[src/rtl/bht_nbit_gshare_if.sv]
// Lookup/update bus for the N-bit gshare branch history table.
// Perf counter signals exist only when BHT_PERF_COUNTERS_EN is defined.
interface bht_nbit_gshare_if #(
   parameter int PC_W      = 9,
   parameter int ADDR_BITS = 4,
   parameter int H         = 4
);
   logic                 lookup_valid;
   logic [PC_W-1:0]      lookup_pc;
   logic                 pred_valid;
   logic                 prediction;
   logic [ADDR_BITS-1:0] pred_index;
   logic                 upd_valid;
   logic [ADDR_BITS-1:0] upd_index;
   logic                 upd_taken;
   logic                 upd_pred;
   logic [H-1:0]         ghr;
`ifdef BHT_PERF_COUNTERS_EN
   logic [31:0]          perf_lookups;
   logic [31:0]          perf_mispredicts;
`endif

   modport master (
      output lookup_valid, lookup_pc, upd_valid, upd_index, upd_taken, upd_pred,
      input  pred_valid, prediction, pred_index, ghr
`ifdef BHT_PERF_COUNTERS_EN
      , input perf_lookups, perf_mispredicts
`endif
   );

   modport slave (
      input  lookup_valid, lookup_pc, upd_valid, upd_index, upd_taken, upd_pred,
      output pred_valid, prediction, pred_index, ghr
`ifdef BHT_PERF_COUNTERS_EN
      , output perf_lookups, perf_mispredicts
`endif
   );
endinterface

[src/rtl/bht_nbit_gshare.sv]
// M-entry table of N-bit saturating counters, bimodal or gshare indexed, with a
// non-speculative H-bit GHR. Optional perf counters: define BHT_PERF_COUNTERS_EN.
module bht_nbit_gshare_cell #(
   parameter int N = 2
) (
   input  logic         clk,
   input  logic         reset,
   input  logic         wr_en,
   input  logic         taken,
   output logic [N-1:0] ctr
);
   localparam logic [N-1:0] WNT = N'((2 ** (N - 1)) - 1);
   localparam logic [N-1:0] MAX = '1;

   always_ff @(posedge clk) begin
      if (reset)
         ctr <= WNT;
      else if (wr_en) begin
         if (taken && ctr != MAX)
            ctr <= ctr + 1'b1;
         else if (!taken && ctr != '0)
            ctr <= ctr - 1'b1;
      end
   end
endmodule

module bht_nbit_gshare #(
   parameter int M    = 16,
   parameter int N    = 2,
   parameter int H    = 4,
   parameter int PC_W = 9,
   parameter int MODE = 1
) (
   input logic            clk,
   input logic            reset,
   bht_nbit_gshare_if.slave bus
);
   localparam int ADDR_BITS = $clog2(M);

   logic [M-1:0][N-1:0]  ctr;
   logic [ADDR_BITS-1:0] pc_idx;
   logic [ADDR_BITS-1:0] idx;
   logic [H-1:0]         ghr_q;
   logic [H-1:0]         ghr_next;
   logic                 pred_valid_q;
   logic                 pred_q;
   logic [ADDR_BITS-1:0] idx_q;

   assign pc_idx = bus.lookup_pc[ADDR_BITS-1:0];

   generate
      if (MODE == 1) begin : g_gshare
         logic [ADDR_BITS-1:0] ghr_ext;
         assign ghr_ext = ADDR_BITS'(ghr_q);
         assign idx     = pc_idx ^ ghr_ext;
      end else begin : g_bimodal
         assign idx = pc_idx;
      end

      if (H == 1) begin : g_ghr1
         assign ghr_next = bus.upd_taken;
      end else begin : g_ghrn
         assign ghr_next = {ghr_q[H-2:0], bus.upd_taken};
      end

      // One counter per entry; only the addressed entry sees a write strobe.
      for (genvar g = 0; g < M; g++) begin : g_ent
         bht_nbit_gshare_cell #(.N(N)) u_cell (
            .clk   (clk),
            .reset (reset),
            .wr_en (bus.upd_valid && (bus.upd_index == ADDR_BITS'(g))),
            .taken (bus.upd_taken),
            .ctr   (ctr[g])
         );
      end
   endgenerate

   // Reads the pre-update counter: cell writes land on the same edge.
   always_ff @(posedge clk) begin
      if (reset) begin
         pred_valid_q <= 1'b0;
         pred_q       <= 1'b0;
         idx_q        <= '0;
      end else begin
         pred_valid_q <= bus.lookup_valid;
         if (bus.lookup_valid) begin
            idx_q  <= idx;
            pred_q <= ctr[idx][N-1];
         end
      end
   end

   always_ff @(posedge clk) begin
      if (reset)
         ghr_q <= '0;
      else if (bus.upd_valid)
         ghr_q <= ghr_next;
   end

   assign bus.pred_valid = pred_valid_q;
   assign bus.prediction = pred_q;
   assign bus.pred_index = idx_q;
   assign bus.ghr        = ghr_q;

`ifdef BHT_PERF_COUNTERS_EN
   logic [31:0] lookups_q;
   logic [31:0] mispredicts_q;

   always_ff @(posedge clk) begin
      if (reset) begin
         lookups_q     <= '0;
         mispredicts_q <= '0;
      end else begin
         if (bus.lookup_valid)
            lookups_q <= lookups_q + 32'd1;
         if (bus.upd_valid && (bus.upd_pred != bus.upd_taken))
            mispredicts_q <= mispredicts_q + 32'd1;
      end
   end

   assign bus.perf_lookups     = lookups_q;
   assign bus.perf_mispredicts = mispredicts_q;
`endif
endmodule

[src/flat_wrapper.sv]
// flat-port wrapper written by rule: the top's interface ports become plain ports
module bht_nbit_gshare_flat 
#(
   parameter int M    = 16,
   parameter int N    = 2,
   parameter int H    = 4,
   parameter int PC_W = 9,
   parameter int MODE = 1
)
  (clk, reset, bus_lookup_valid, bus_lookup_pc, bus_upd_valid, bus_upd_index, bus_upd_taken, bus_upd_pred, bus_pred_valid, bus_prediction, bus_pred_index, bus_ghr);
  bht_nbit_gshare_if #(.PC_W(PC_W), .ADDR_BITS(4), .H(H)) bus_i ();
  input logic clk;
  input logic reset;
  input wire logic [$bits(bus_i.lookup_valid)-1:0] bus_lookup_valid;
  input wire logic [$bits(bus_i.lookup_pc)-1:0] bus_lookup_pc;
  input wire logic [$bits(bus_i.upd_valid)-1:0] bus_upd_valid;
  input wire logic [$bits(bus_i.upd_index)-1:0] bus_upd_index;
  input wire logic [$bits(bus_i.upd_taken)-1:0] bus_upd_taken;
  input wire logic [$bits(bus_i.upd_pred)-1:0] bus_upd_pred;
  output wire logic [$bits(bus_i.pred_valid)-1:0] bus_pred_valid;
  output wire logic [$bits(bus_i.prediction)-1:0] bus_prediction;
  output wire logic [$bits(bus_i.pred_index)-1:0] bus_pred_index;
  output wire logic [$bits(bus_i.ghr)-1:0] bus_ghr;
  assign bus_i.lookup_valid = bus_lookup_valid;
  assign bus_i.lookup_pc = bus_lookup_pc;
  assign bus_i.upd_valid = bus_upd_valid;
  assign bus_i.upd_index = bus_upd_index;
  assign bus_i.upd_taken = bus_upd_taken;
  assign bus_i.upd_pred = bus_upd_pred;
  assign bus_pred_valid = bus_i.pred_valid;
  assign bus_prediction = bus_i.prediction;
  assign bus_pred_index = bus_i.pred_index;
  assign bus_ghr = bus_i.ghr;
  bht_nbit_gshare #(.M(M), .N(N), .H(H), .PC_W(PC_W), .MODE(MODE)) u_core (.clk(clk), .reset(reset), .bus(bus_i));
endmodule
[config.mk]
export PLATFORM = sky130hd
export DESIGN_NAME = bht_nbit_gshare_flat
export DESIGN_NICKNAME = d
export VERILOG_FILES = /design/src/rtl/bht_nbit_gshare_if.sv /design/src/rtl/bht_nbit_gshare.sv /design/src/flat_wrapper.sv
export SDC_FILE = /design/constraint.sdc
export NUM_CORES = 1
export LEC_CHECK = 0
export ABC_AREA = 1
export ABC_CLOCK_PERIOD_IN_PS = 1500
export CAP_MARGIN = 40
export CORE_MARGIN = 2
export CORE_UTILIZATION = 57
export CTS_BUF_LIST = sky130_fd_sc_hd__clkbuf_4
export DETAILED_ROUTE_END_ITERATION = 12
export PLACE_DENSITY = 0.9
export SLEW_MARGIN = 20
export SYNTH_ARGS = -nofsm -noshare
export SYNTH_HDL_FRONTEND = slang
export SYNTH_SLANG_ARGS = --single-unit
[constraint.sdc]
create_clock -name clk -period 1.5 [get_ports clk]
set_clock_uncertainty 0.05 [all_clocks]
set_input_delay 0.15 -clock clk [delete_from_list [all_inputs] [get_ports clk]]
set_output_delay 0.15 -clock clk [all_outputs]
set_load 0.03 [all_outputs]
==> results.py <==
metrics = {
    "power": {
        "seqPwrFrac_pct": 50.3,
        "p_per_area_nw_per_um2": 892,
        "leakagePower_nw": 1.17,
        "p_comb_share_pct": 17.2,
        "cellInternalPower_mw": 1.70,
        "ir_worst_vdd_mv": 0.567,
        "p_switching_mw": 0.641,
        "clockPowerShare_pct": 32.6,
        "switching_share_pct": 27.4,
    },
    "synth": {
        "synthSimpleGateAreaFrac_pct": 26.9,
        "synth.avg_cell_area_sq_um": 6.76,
        "synth_warnings": 0,
        "synth_top_cell_area_share_pct": 38.9,
        "syn_inst": 320,
        "synth_xor_area_share_pct": 1.62,
        "syn_nets": 339,
        "synth_compound_area_share_pct": 22.2,
        "yosys.area.top_type": "dfxtp_1",
        "synth-seq-area-share_pct": 38.9,
        "synth_top_family_by_area": "simple AND/OR/NAND/NOR gates",
        "netlist_area_sq_um": 2160,
        "synth_fa_ha_area_share_pct": 0,
        "synth_mux_area_share_pct": 0,
        "synth-seq-cells": 42,
        "synth_area_leaders": "dfxtp_1 39%, nand2_1 9.7%, a21oi_1 8.6%, inv_1 7.6%, o21ai_0 7.2%",
        "synth_cell_types": 26,
    },
    "critical_path": {
        "slowest_delay_ns": 0.42,
        "r2r_cells": 7,
        "cp_max_fo": 5,
        "endpoint_kind": "output port",
        "crit_required_ns": 1.30,
        "r2r_setup_slack_ns": 0.14,
        "path_cells": "dlygate4sd2_1",
        "regToRegEndpoint": "u_core.bus.prediction",
        "cp_data_arrival_time_ns": 1.19,
        "startpoint_type": "register",
        "r2r_start": "u_core.bus.ghr[1]",
        "crit_buf_inv": 1,
        "slowest_stage": "dlygate4sd2_1",
        "crit_type": "reg2out",
        "critPathTopFamily": "buffers and inverters",
    },
    "die": {
        "initial_core_util_pct": 59.1,
        "core-area_sq_um": 3660,
        "fp.dieArea_sq_um": 4300,
        "core.rowCount": 22,
        "dieHeight_microns": 65.6,
        "ios": 29,
        "die_w_microns": 65.6,
    },
    "global_routing": {
        "grt_pass1_wl_microns": 8710,
        "grt_pass1_vias": 2058,
        "globalRouteOverflowTotal": 0,
        "grtUsageTotal_pct": 26.6,
        "grt_max_degree": 23,
        "antenna_found_initial": 0,
    },
    "sta": {
        "setup_violations": 0,
        "slew_viol_final": 0,
        "final.min_clock_period_ns": 1.39,
        "hold_viol_final": 0,
        "setup_tns_ns": 0,
        "relSlewSlack_pct": 76.3,
        "worst_pin_slew_ns": 0.355,
        "fmax_mhz": 721,
        "timing.final.crit_share_pct": 92.4,
        "fin_hold_ws_ns": 0.431,
    },
    "route": {
        "drc": 0,
        "postRouteAntennaNets": 0,
        "wl_microns": 5280,
        "via_per_inst": 5.40,
        "wl_per_cell_microns": 13.1,
        "drtIter0Drc": 164,
        "via_count": 2180,
        "dr.pass1.iters": 5,
    },
    "hold_path": {
        "hp-start": "u_core.g_ent[1].u_cell.ctr[1]",
        "hp-class": "reg2reg",
        "hold_depth": 2,
        "hold_path_end": "u_core.g_ent[1].u_cell.ctr[1]",
    },
    "finish": {
        "finalNetCount": 374,
        "fill_cells": 299,
        "drive_gt1_share_pct": 11.8,
        "area_growth_pct": 21.2,
        "fin_util_pct": 71.6,
        "antennaDiodeCount": 0,
        "layoutNonFillerInstCount": 404,
    },
    "place": {
        "portBuffers": 22,
        "dpl.hpwl_microns": 3900,
        "gp_congestion": 0.888,
        "place_inst": 396,
    },
    "clock_network": {
        "clk_root_buffer_cell": "clkbuf_4",
        "cts_buffers": 5,
        "clk_latency_ns": 0.36,
        "cts_tree": "built",
        "cts_sinks": 42,
        "cts_buffer_depth": 2,
        "cts_setup_buffers": 0,
        "clk_pin_slew_ns": 0.12,
        "ctsHoldBuffers": 0,
        "htreeDepth": 2,
    },
    "outcome": {
        "status": "complete, no violations",
    },
    "job": {
        "cap_violations": 0,
    },
}
[flip-flops by register name, summed over array words and instances, names as in the netlist]
name and count:
u_core.bus.ghr 4, u_core.bus.pred_index 4, u_core.bus.pred_valid 1, u_core.bus.prediction 1, u_core.g_ent.u_cell.ctr 32
[tightest hold or removal path, stage by stage (launching register included)]
cell	delay, ns
dfxtp_1	0.33
o21ai_0	0.06
a21oi_1	0.06
[cell families after synthesis]
kind of cell    after synthesis
buf+inv                      58
simple gates                128
compound gates               88
xor+xnor                      4
flops                        42
[placed cells by master (no fill, tap or decap), types with 7 or more instances in the layout]
master	instances
nand2_1	56
o21ai_0	31
a21oi_1	37
buf_4	15
nand3_1	29
dlygate4sd2_1	9
inv_1	44
o211ai_1	13
clkdlybuf4s50_1	12
dfxtp_1	42
clkbuf_4	7
nor2_1	27
[area by class of cell]
| cell class | count | area (sq um) | area share, % |
|---|---|---|---|
| multi-input combinational | 220 | 1100 | 42.1 |
| sequential | 42 | 841 | 32.1 |
| timing repair buffer | 39 | 357 | 13.6 |
| inverter | 47 | 176 | 6.73 |
| tap | 48 | 60.1 | 2.29 |
| clock buffer | 7 | 52.6 | 2.00 |
| clock inverter | 1 | 30.0 | 1.15 |
[per-layer routing]
| metal | global-route usage, % | routed length [microns] |
|---|---|---|
| met3 | 5.31 | 208 |
| met2 | 48.1 | 2610 |
| met4 | 8.59 | 69 |
| met5 | 0 | 0 |
| met1 | 31.3 | 2390 |
[synthesized netlist by cell type]
library cell	instances
xnor2_1	2
buf_2	3
o21ai_1	4
buf_4	1
nor2_1	27
o211ai_1	13
nand3_1	29
o22ai_1	1
o21ai_0	31
nor2_2	3
a21oi_1	37
nand2_2	5
nor3_4	1
dfxtp_1	42
nand2_1	56
nor2_4	3
inv_1	44
clkbuf_1	7
o31ai_1	1
and3_1	1
inv_2	3
xor2_1	2
nor3_1	1
nand3b_1	1
nor4_1	1
o2111ai_1	1
[power by group through the flow]
stage	Clock, mW	Combinational (mW)	Sequential, mW
3_3_place_gp	0	0.397	1.20
6_report	0.761	0.401	1.18
2_1_floorplan	0	0.205	1.23
3_5_place_dp	0	0.408	1.20
5_1_grt	0.808	0.442	1.18
4_1_cts	0.769	0.396	1.17
[worst max-delay path by stage]
stage | start | cells after the start | slack [ns] | to
floorplan | u_core.bus.ghr[0] | 9 | 0.06 | u_core.bus.prediction
global placement | bus_upd_valid | 7 | -0.11 | u_core.g_ent[0].u_cell.ctr[1]
detailed placement | bus_upd_index[1] | 8 | -0.21 | u_core.g_ent[14].u_cell.ctr[1]
CTS | u_core.bus.ghr[1] | 1 | 0.04 | bus_ghr[1]
global route | u_core.bus.ghr[1] | 7 | -0.02 | u_core.bus.prediction
finish | u_core.bus.ghr[0] | 1 | 0.11 | bus_ghr[0]
[timing repair]
action,in CTS,in global routing
setup endpoints to repair,10,1
hold endpoints to repair,0,0
pin swaps,0,0
gates resized for setup,10,3
[stage by stage]
stage	cell area [sq um]	power, mW	setup slack, ns
5_1_grt	2620	2.43	-0.0153
4_1_cts	2620	2.34	0.0424
3_3_place_gp	2550	1.60	-0.113
2_1_floorplan	2160	1.44	0.0641
3_5_place_dp	2550	1.61	-0.213
6_report	2620	2.34	0.114
Note: power is estimated with default switching activity, not from simulation.
